[src/rtl/add4_operand_loader_if.sv]
// add4_operand_loader_if: operand stream, add4 operand/result taps and result stream
interface add4_operand_loader_if #(parameter int W = 4);
  logic [W-1:0] in_data;
  logic         in_valid;
  logic         in_ready;
  logic [W-1:0] add_a;
  logic [W-1:0] add_b;
  logic [W-1:0] add_c;
  logic [W-1:0] add_d;
  logic [W-1:0] add_sum;
  logic         add_ov;
  logic [W-1:0] res_sum;
  logic         res_ov;
  logic         res_valid;
  logic         res_ready;
  logic         busy;
  modport master (
    output in_data, in_valid, add_sum, add_ov, res_ready,
    input  in_ready, add_a, add_b, add_c, add_d, res_sum, res_ov, res_valid, busy
  );
  modport slave (
    input  in_data, in_valid, add_sum, add_ov, res_ready,
    output in_ready, add_a, add_b, add_c, add_d, res_sum, res_ov, res_valid, busy
  );
endinterface

[src/rtl/add4_operand_loader.sv]
// add4_operand_loader: serial operand loader and result register for add4
module add4_operand_loader #(
  parameter int W = 4
) (
  input logic                  clk,
  input logic                  rst,
  add4_operand_loader_if.slave bus
);
  typedef enum logic [1:0] {LOAD, SETTLE, CAPTURE, HOLD} state_t;
  state_t     state, state_nx;
  logic [1:0] idx;
  logic       take;
  always_comb begin
    take     = (state == LOAD) && bus.in_valid;
    state_nx = state == LOAD    ? ((take && idx == 2'd3) ? SETTLE : LOAD) :
               state == SETTLE  ? CAPTURE :
               state == CAPTURE ? HOLD :
               (bus.res_ready ? LOAD : HOLD);
  end
  assign bus.in_ready = (state == LOAD);
  assign bus.busy     = !((state == LOAD) && (idx == 2'd0));
  // idx wraps 3->0 on its own, so the fourth beat also rearms the next set
  always_ff @(posedge clk or negedge rst) begin
    if (!rst) begin
      state         <= LOAD;
      idx           <= 2'd0;
      bus.add_a     <= {W{1'b0}};
      bus.add_b     <= {W{1'b0}};
      bus.add_c     <= {W{1'b0}};
      bus.add_d     <= {W{1'b0}};
      bus.res_sum   <= {W{1'b0}};
      bus.res_ov    <= 1'b0;
      bus.res_valid <= 1'b0;
    end else begin
      state <= state_nx;
      if (take) idx <= idx + 2'd1;
      if (take && idx == 2'd0) bus.add_a <= bus.in_data;
      if (take && idx == 2'd1) bus.add_b <= bus.in_data;
      if (take && idx == 2'd2) bus.add_c <= bus.in_data;
      if (take && idx == 2'd3) bus.add_d <= bus.in_data;
      if (state == CAPTURE) begin
        bus.res_sum   <= bus.add_sum;
        bus.res_ov    <= bus.add_ov;
        bus.res_valid <= 1'b1;
      end else if (state == HOLD && bus.res_ready) begin
        bus.res_valid <= 1'b0;
      end
    end
  end
endmodule
[src/flat_wrapper.sv]
// flat-port wrapper written by rule: the top's interface ports become plain ports
module add4_operand_loader_flat 
#(
  parameter int W = 4
)
  (clk, rst, bus_in_data, bus_in_valid, bus_add_sum, bus_add_ov, bus_res_ready, bus_in_ready, bus_add_a, bus_add_b, bus_add_c, bus_add_d, bus_res_sum, bus_res_ov, bus_res_valid, bus_busy);
  add4_operand_loader_if #(.W(W)) bus_i ();
  input logic clk;
  input logic rst;
  input wire logic [$bits(bus_i.in_data)-1:0] bus_in_data;
  input wire logic [$bits(bus_i.in_valid)-1:0] bus_in_valid;
  input wire logic [$bits(bus_i.add_sum)-1:0] bus_add_sum;
  input wire logic [$bits(bus_i.add_ov)-1:0] bus_add_ov;
  input wire logic [$bits(bus_i.res_ready)-1:0] bus_res_ready;
  output wire logic [$bits(bus_i.in_ready)-1:0] bus_in_ready;
  output wire logic [$bits(bus_i.add_a)-1:0] bus_add_a;
  output wire logic [$bits(bus_i.add_b)-1:0] bus_add_b;
  output wire logic [$bits(bus_i.add_c)-1:0] bus_add_c;
  output wire logic [$bits(bus_i.add_d)-1:0] bus_add_d;
  output wire logic [$bits(bus_i.res_sum)-1:0] bus_res_sum;
  output wire logic [$bits(bus_i.res_ov)-1:0] bus_res_ov;
  output wire logic [$bits(bus_i.res_valid)-1:0] bus_res_valid;
  output wire logic [$bits(bus_i.busy)-1:0] bus_busy;
  assign bus_i.in_data = bus_in_data;
  assign bus_i.in_valid = bus_in_valid;
  assign bus_i.add_sum = bus_add_sum;
  assign bus_i.add_ov = bus_add_ov;
  assign bus_i.res_ready = bus_res_ready;
  assign bus_in_ready = bus_i.in_ready;
  assign bus_add_a = bus_i.add_a;
  assign bus_add_b = bus_i.add_b;
  assign bus_add_c = bus_i.add_c;
  assign bus_add_d = bus_i.add_d;
  assign bus_res_sum = bus_i.res_sum;
  assign bus_res_ov = bus_i.res_ov;
  assign bus_res_valid = bus_i.res_valid;
  assign bus_busy = bus_i.busy;
  add4_operand_loader #(.W(W)) u_core (.clk(clk), .rst(rst), .bus(bus_i));
endmodule
[config.mk]
export PLATFORM = sky130hd
export DESIGN_NAME = add4_operand_loader_flat
export DESIGN_NICKNAME = d
export VERILOG_FILES = /design/src/rtl/add4_operand_loader_if.sv /design/src/rtl/add4_operand_loader.sv /design/src/flat_wrapper.sv
export SDC_FILE = /design/constraint.sdc
export NUM_CORES = 1
export LEC_CHECK = 0
export ABC_AREA = 0
export BUFFER_PORTS_ARGS = -buffer_cell sky130_fd_sc_hd__buf_2
export CAP_MARGIN = 30
export CORE_UTILIZATION = 49
export CTS_CLUSTER_SIZE = 14
export DETAILED_ROUTE_END_ITERATION = 10
export GPL_ROUTABILITY_DRIVEN = 0
export HOLD_SLACK_MARGIN = 0.05
export PLACE_DENSITY = 0.85
export SLEW_MARGIN = 15
export SYNTH_ARGS = -nofsm -noshare
export SYNTH_HDL_FRONTEND = slang
export SYNTH_SLANG_ARGS = --single-unit
[constraint.sdc]
create_clock -name clk -period 1.74 [get_ports clk]
set_clock_uncertainty 0.2 [all_clocks]
set_input_delay 0.174 -clock clk [delete_from_list [all_inputs] [get_ports clk]]
set_output_delay 0.174 -clock clk [all_outputs]
set_load 0.05 [all_outputs]
Word-level counts from Yosys, hierarchy flattened
Cells that the tools add are included.
- register bits: 26
- input port bits: 13
- output and inout bits: 24
- word-level logic and storage cells: 34
- add/sub/neg operators: 1
- equal/unequal tests: 6
- mux-type cells: 7
- reductions and logical operators: 11
- operators with widths (operator ; count):
    $eq A2 B2 Y1 const B ; 4
    $mux W2 ; 4
    $logic_and A1 B1 Y1 ; 7
    $eq A2 B1 Y1 const B ; 2
    $logic_not A2 Y1 ; 2
    $mux W1 ; 3
    $add A2 B1 Y2 const B ; 1
    $reduce_bool A2 Y1 ; 1
    $logic_not A1 Y1 ; 1

Longest topological paths before layout
Gate-level depths: netlist (run 1).
- depth after elaboration: 5
- gate-level depth with buffers: 4
- gate-level depth less buffers: 4

Worst setup path after synthesis (run 1)
OpenSTA, ideal clock, no wires.
- kind: flip-flop to output port
- from: reg u_core.state[0]
- to: out bus_busy
- data arrival time: 1755 ps
- setup slack: -389 ps
- cell stages (with the launch flop): 4
- buffers on the path: 1
- cell sequence: dfrtp_1 buf_6 nor2_1 nand2_1
- word-level cells in the longest chain between the ends: 3
- ends and longest elaborated chain (element ; line ; source):
    start: declaration ; add4_operand_loader.sv:10 ; state_t state, state_nx;
    start signal: assignment ; add4_operand_loader.sv:35 ; state <= state_nx;
    $logic_not A2 Y1 ; n/a ;
    net bus_in_ready ; flat_wrapper.sv:15 ; output wire logic [$bits(bus_i.in_ready)-1:0] bus_in_ready;
    $logic_and A1 B1 Y1 ; add4_operand_loader.sv:21 ; assign bus.busy = !((state == LOAD) && (idx == 2'd0));
    $logic_not A1 Y1 ; add4_operand_loader.sv:21 ;
    end: declaration ; flat_wrapper.sv:23 ; output wire logic [$bits(bus_i.busy)-1:0] bus_busy;
The timed path passes the listed nets, and every way through them passes these cells.

Final worst setup path (run 1)
- from: reg u_core.idx[1]
- to: reg u_core.bus.add_a[1]
- word-level cells in the longest chain between the ends: 2
- ends and longest elaborated chain (element ; line ; source):
    start: declaration ; add4_operand_loader.sv:11 ; logic [1:0] idx;
    start signal: assignment ; add4_operand_loader.sv:36 ; if (take) idx <= idx + 2'd1;
    $logic_not A2 Y1 ; add4_operand_loader.sv:37 ; if (take && idx == 2'd0) bus.add_a <= bus.in_data;
    $logic_and A1 B1 Y1 ; add4_operand_loader.sv:37 ;
    end signal: assignment ; add4_operand_loader.sv:27 ; bus.add_a <= {W{1'b0}};
    end signal: assignment ; add4_operand_loader.sv:37 ;
    end: declaration ; add4_operand_loader_if.sv:23 ; output in_ready, add_a, add_b, add_c, add_d, res_sum, res_ov, res_valid, busy
No other way between the ends.
A chain may end at the register's enable or synchronous reset.

==> results.toml, run 1 <==
[cells_and_area]
finish.utilization_pct = 74.9
drive_above_1_share_pct = 62.7
fin_nets = 152
synthToLayoutAreaGrowth_pct = 44.7
n_antenna_cell = 0
design_area_um2 = 1640

[critical_path]
worst-path-max-fanout = 4
critPathKind = "reg -> reg"
r2r_end = "u_core.bus.add_a[1]$_DFFE_PN0P_"
start_kind = "flop"
rr_startpoint = "u_core.idx[1]$_DFFE_PN0P_"
arrival_ns = 1.74
worstPathRequired_ns = 1.76
r2r_setup_slack_ns = 0.01
r2r_cells = 5
crit_path_end_kind = "flop"

[grt]
gr-total-overflow = 0
grt_max_degree = 27
grt_pass1_vias = 796
antenna_found_initial = 0
grt_use_total_pct = 19.2
grt_pass1_wl_um = 3570

[yosys]
synth_area_leaders = "dfrtp_1, mux2_2, nor4bb_4"
syn_area_per_cell_um2 = 15.7
synth_edf_count = 0
synthesis.nets = 89
netlist_top_cells_count = "dfrtp_1, mux2_2, ha_1"
yosysMostFrequentCell = "dfrtp_1"
synth_top_area_share_pct = 57.4
synth_cell_types = 16
synthCells = 72
synth_seq_cells = 26
yosys.area.top_type = "dfrtp_1"
async_flop_share_pct = 100
ys_warn_count = 0
ys.flop_type = "dfrtp_1"
synth_area_um2 = 1130
synth.yosys.seq_area_share_pct = 57.4

[placement]
port-buffer-count = 36
dp_hpwl_um = 1530
placed_area_um2 = 1350

[clocking]
cts.reportedPaths.clkPinSlew_ns = 0.13
cts_tree = "yes"
cts-buffers-inserted = 3
clock_sinks = 26
root_buffer = "clkbuf_4"
htreeDepth = 1
clockBufferDepth = 2
worstSkewPairLatency_ns = 0.32

[drt]
first_iter_violations = 6
wl_per_cell_um = 14.0
ant_nets = 0
drt_wl_total_um = 2270
drt-pass1-iter-count = 3
drc = 0
num_vias = 801
post_drt_via_cell_ratio = 4.94

[timing]
setup_violations = 0
slew_viol_final = 0
max_slew.worst_pin.slew_ns = 0.560
max_freq_mhz = 579
period_needed_ns = 1.73
slew_headroom_pct = 62.7
grt_setup_unrepaired = "true"
hold_violations = 0
final.setup.tns_ns = 0
post-route-period-util_pct = 99.2

[hold_path]
hold_depth = 3
hold_path.class = "in -> reg"
hold_end = "u_core.idx[0]$_DFFE_PN0P_"
worst_hold_startpoint = "bus_in_valid"

[die]
num_io_pins = 37
coreArea_um2 = 2190
fp.dieW_um = 50.1
start_util_pct = 51.7
die_h_um = 50.1
dieArea_um2 = 2510
rows = 17

[outcome]
outcome = "finished, final reports clean"

[power_and_ir_drop]
ir_worst_vdd_uv = 1390
total_power_mw = 3.37
leakage_nw = 0.835
powerDensity_nw_per_um2 = 2050

[job]
drv_cap = 0
[cells in the final DEF, fill, tap and decap left out, types with 2 or more instances in the layout]
cell           count
buf_2             34
dfrtp_1           24
mux2_2            17
dlygate4sd3_1     12
buf_4             11
mux2_4             5
nor4bb_4           3
ha_1               3
clkbuf_4           3
inv_1              2
buf_12             2
dfrtp_2            2
[metrics by stage]
step,worst slack [ns],instances,hold slack (ns)
after floorplan,0.0601,72,-0.322
after global placement,0.0379,136,-0.00755
after detailed placement,-0.0522,136,0.00310
after CTS,-0.0158,157,0.120
after global routing,-0.0545,162,0.130
final,0.0142,162,0.127
[worst max path at each step]
| stage | from | to | slack [ns] |
|---|---|---|---|
| 2_1_floorplan | u_core.state[0]$_DFF_PN0_ | bus_busy | 0.06 |
| 3_3_place_gp | u_core.idx[0]$_DFFE_PN0P_ | u_core.bus.add_c[2]$_DFFE_PN0P_ | 0.04 |
| 3_5_place_dp | u_core.idx[0]$_DFFE_PN0P_ | u_core.bus.add_a[0]$_DFFE_PN0P_ | -0.05 |
| 4_1_cts | u_core.idx[1]$_DFFE_PN0P_ | u_core.bus.add_a[0]$_DFFE_PN0P_ | -0.02 |
| 5_1_grt | u_core.idx[1]$_DFFE_PN0P_ | u_core.bus.add_a[3]$_DFFE_PN0P_ | -0.05 |
| 6_report | u_core.idx[1]$_DFFE_PN0P_ | u_core.bus.add_a[1]$_DFFE_PN0P_ | 0.01 |
[layout make-up]
type	instances	area (µm²)
inverter	3	11.3
fill	137	551
tap	28	35.0
clock buffer	4	36.3
multi-input combinational	41	480
timing repair buffer	60	424
sequential	26	653
[state kept, by name (all words and copies together) (netlist names)]
register and cells:
u_core.bus.add_a 4, u_core.bus.res_ov 1, u_core.idx 2, u_core.bus.res_sum 4
u_core.bus.add_d 4, u_core.state 2, u_core.bus.add_b 4, u_core.bus.add_c 4
u_core.bus.res_valid 1
[where the power goes]
group | leakage, nW | total [mW] | internal, mW | switching [mW]
logic | 0.496 | 2.02 | 0.734 | 1.28
clock network | 0.0210 | 0.303 | 0.128 | 0.176
registers | 0.318 | 1.05 | 0.883 | 0.165
total | 0.835 | 3.37 | 1.75 | 1.62
[repair_timing]
item	4_1_cts	5_1_grt
resized for setup	6	8
endpoints found under the setup margin	10	15
pin swaps	2	3
cloned	0	0
buffers inserted	5	5
endpoints found under the hold margin	50	0
hold buffers	12	0
[logic make-up (layout without fill, tap and decap cells)]
group / count (synthesis) / after routing / share of synthesized area [%]
AO/OA/AOI/OAI: 3 / 3 / 1.77
XOR/XNOR: 1 / 1 / 0.773
adder cells (fa/ha/maj): 4 / 4 / 4.42
buffers and inverters: 5 / 67 / 2.98
flip-flops: 26 / 26 / 57.4
multiplexers: 22 / 22 / 21.9
AND/OR/NAND/NOR: 11 / 11 / 10.8
[per-layer routing]
layer  vias up  track usage, %  wire length (µm)
li1        380               -                 -
met1       401            23.5               953
met2        20            35.6              1240
met3         0            2.78                75
met4         0            2.86                 0
met5         -               0                 0
[critical path, stage by stage, from the launching register on]
cell and delay (ns):
dfrtp_1 0.43, inv_1 0.10, ha_2 0.20, nor4bb_4 0.19, buf_4 0.18, mux2_2 0.33
Power figures use the tool's default switching activity.
==> run 2: changes to the inputs <==
- SETUP_SLACK_MARGIN: default -> 0.05
==> run 2 against run 1 <==
Net effect:
- sequential share of layout area is 2.0 points lower
- sequential power hardly changed
- via count is 4.0% higher
- maximum frequency is 0.12% lower
- die area stayed put
- worst hold slack better by 0.091 ns
- critical path depth stayed put
- flip-flop and latch count stayed put
- largest cell class unchanged
- highest routed layer is now met4
- non-clock buffer count is 3 higher
==> results.toml, run 2 (synthesis gave the netlist of run 1 again) <==
[cells_and_area]
design_area_um2 = 1730
synthToLayoutAreaGrowth_pct = 52.3
drive_above_1_share_pct = 65.0
finish.utilization_pct = 78.8
n_antenna_cell = 0
fin_nets = 155
layout_common_cells = "buf_2, dfrtp_1, mux2_4, dlygate4sd3_1, buf_4"
layout.cells.non_filler = 165
final_common_cell = "buf_2"

[timing]
max_freq_mhz = 579
slew_viol_final = 0
setup_violations = 0
final.setup.tns_ns = 0
post-route-period-util_pct = 99.3
slew_headroom_pct = 62.3
max_slew.worst_pin.slew_ns = 0.566
hold_violations = 0
period_needed_ns = 1.73
layout_setup_ws_ns = 0.0120
hold_ws_ns = 0.218
grt_setup_unrepaired = "true"

[grt]
grt_use_total_pct = 21.4
grt_pass1_wl_um = 3930
gr-total-overflow = 0
grt_max_degree = 27
antenna_found_initial = 0
grt_pass1_vias = 826

[placement]
port-buffer-count = 36
dp_hpwl_um = 1530
placed_cells = 136
placed_area_um2 = 1350
dpl_worst_slack_ns = -0.0522

[critical_path]
r2r_setup_slack_ns = 0.01
critPathKind = "reg -> reg"
start_kind = "flop"
worst-path-max-fanout = 3
r2r_cells = 5
worstPathRequired_ns = 1.76
rr_startpoint = "u_core.idx[0]$_DFFE_PN0P_"
crit_path_end_kind = "flop"
arrival_ns = 1.75
r2r_end = "u_core.bus.add_a[2]$_DFFE_PN0P_"

[power_and_ir_drop]
total_power_mw = 3.56
powerDensity_nw_per_um2 = 2060
ir_worst_vdd_uv = 1240
leakage_nw = 0.872

[drt]
post_drt_via_cell_ratio = 5.05
top_layer = "met4"
wl_per_cell_um = 16.2
drc = 0
num_vias = 833
ant_nets = 0
routed-wl-met3_um = 78
route.met2.wl_um = 1490
drt_wl_total_um = 2670
drt-pass1-iter-count = 4
drt-met1-wl_um = 1080
first_iter_violations = 11

[clocking]
htreeDepth = 1
root_buffer = "clkbuf_4"
cts.reportedPaths.clkPinSlew_ns = 0.14
worstSkewPairLatency_ns = 0.32
clock_sinks = 26
cts-buffers-inserted = 3
clockBufferDepth = 2
cts_tree = "yes"

[die]
num_io_pins = 37
fp.dieW_um = 50.1
coreArea_um2 = 2190
die_h_um = 50.1
start_util_pct = 51.7
rows = 17
dieArea_um2 = 2510

[hold_path]
hold_path.class = "in -> async"

[job]
drv_cap = 0

[outcome]
outcome = "finished, final reports clean"
-- run 2: changes by cell type in the layout (fill, tap and decap cells not counted), sizes merged --
cell and delta:
buf +3
-- run 2: layout make-up --
cell class                 instances  area, µm²
clock buffer                       4       36.3
fill                             125        464
inverter                           3       11.3
multi-input combinational         41        529
sequential                        26        653
tap                               28       35.0
timing repair buffer              63        462
-- run 2: worst max-delay path by stage --
stage                                    startpoint                              end  slack, ns  cells past startpoint
after floorplan           u_core.state[0]$_DFF_PN0_                         bus_busy       0.06                      3
after global placement    u_core.idx[0]$_DFFE_PN0P_  u_core.bus.add_c[2]$_DFFE_PN0P_       0.04                      4
after detailed placement  u_core.idx[0]$_DFFE_PN0P_  u_core.bus.add_a[0]$_DFFE_PN0P_      -0.05                      4
after CTS                 u_core.idx[0]$_DFFE_PN0P_  u_core.bus.add_a[3]$_DFFE_PN0P_       0.06                      5
after global routing      u_core.idx[0]$_DFFE_PN0P_  u_core.bus.add_a[0]$_DFFE_PN0P_      -0.03                      5
final                     u_core.idx[0]$_DFFE_PN0P_  u_core.bus.add_a[2]$_DFFE_PN0P_       0.01                      5
-- run 2: routing by layer --
layer,vias to the layer above,GRT usage [%]
met4,0,5.24
met2,24,38.7
li1,391,-
met3,4,3.09
met5,-,0
met1,414,26.3
-- run 2: worst max-delay path, cell delays in order, from the launching register on --
cell,delay (ns)
dfrtp_1,0.44
inv_2,0.13
ha_4,0.15
nor4bb_4,0.23
buf_4,0.19
mux2_4,0.29
-- run 2: report_power, final --
group	switching [mW]	total, mW	internal [mW]
Clock	0.177	0.305	0.128
Sequential	0.184	1.07	0.883
Combinational	1.35	2.19	0.838
-- run 2: what timing repair did --
| action | CTS | global route |
|---|---|---|
| setup buffers | 11 | 2 |
| gates resized for setup | 10 | 19 |
| hold buffers | 12 | 0 |
| hold endpoints to repair | 50 | 0 |
| pin swaps | 3 | 4 |
| setup endpoints to repair | 14 | 19 |
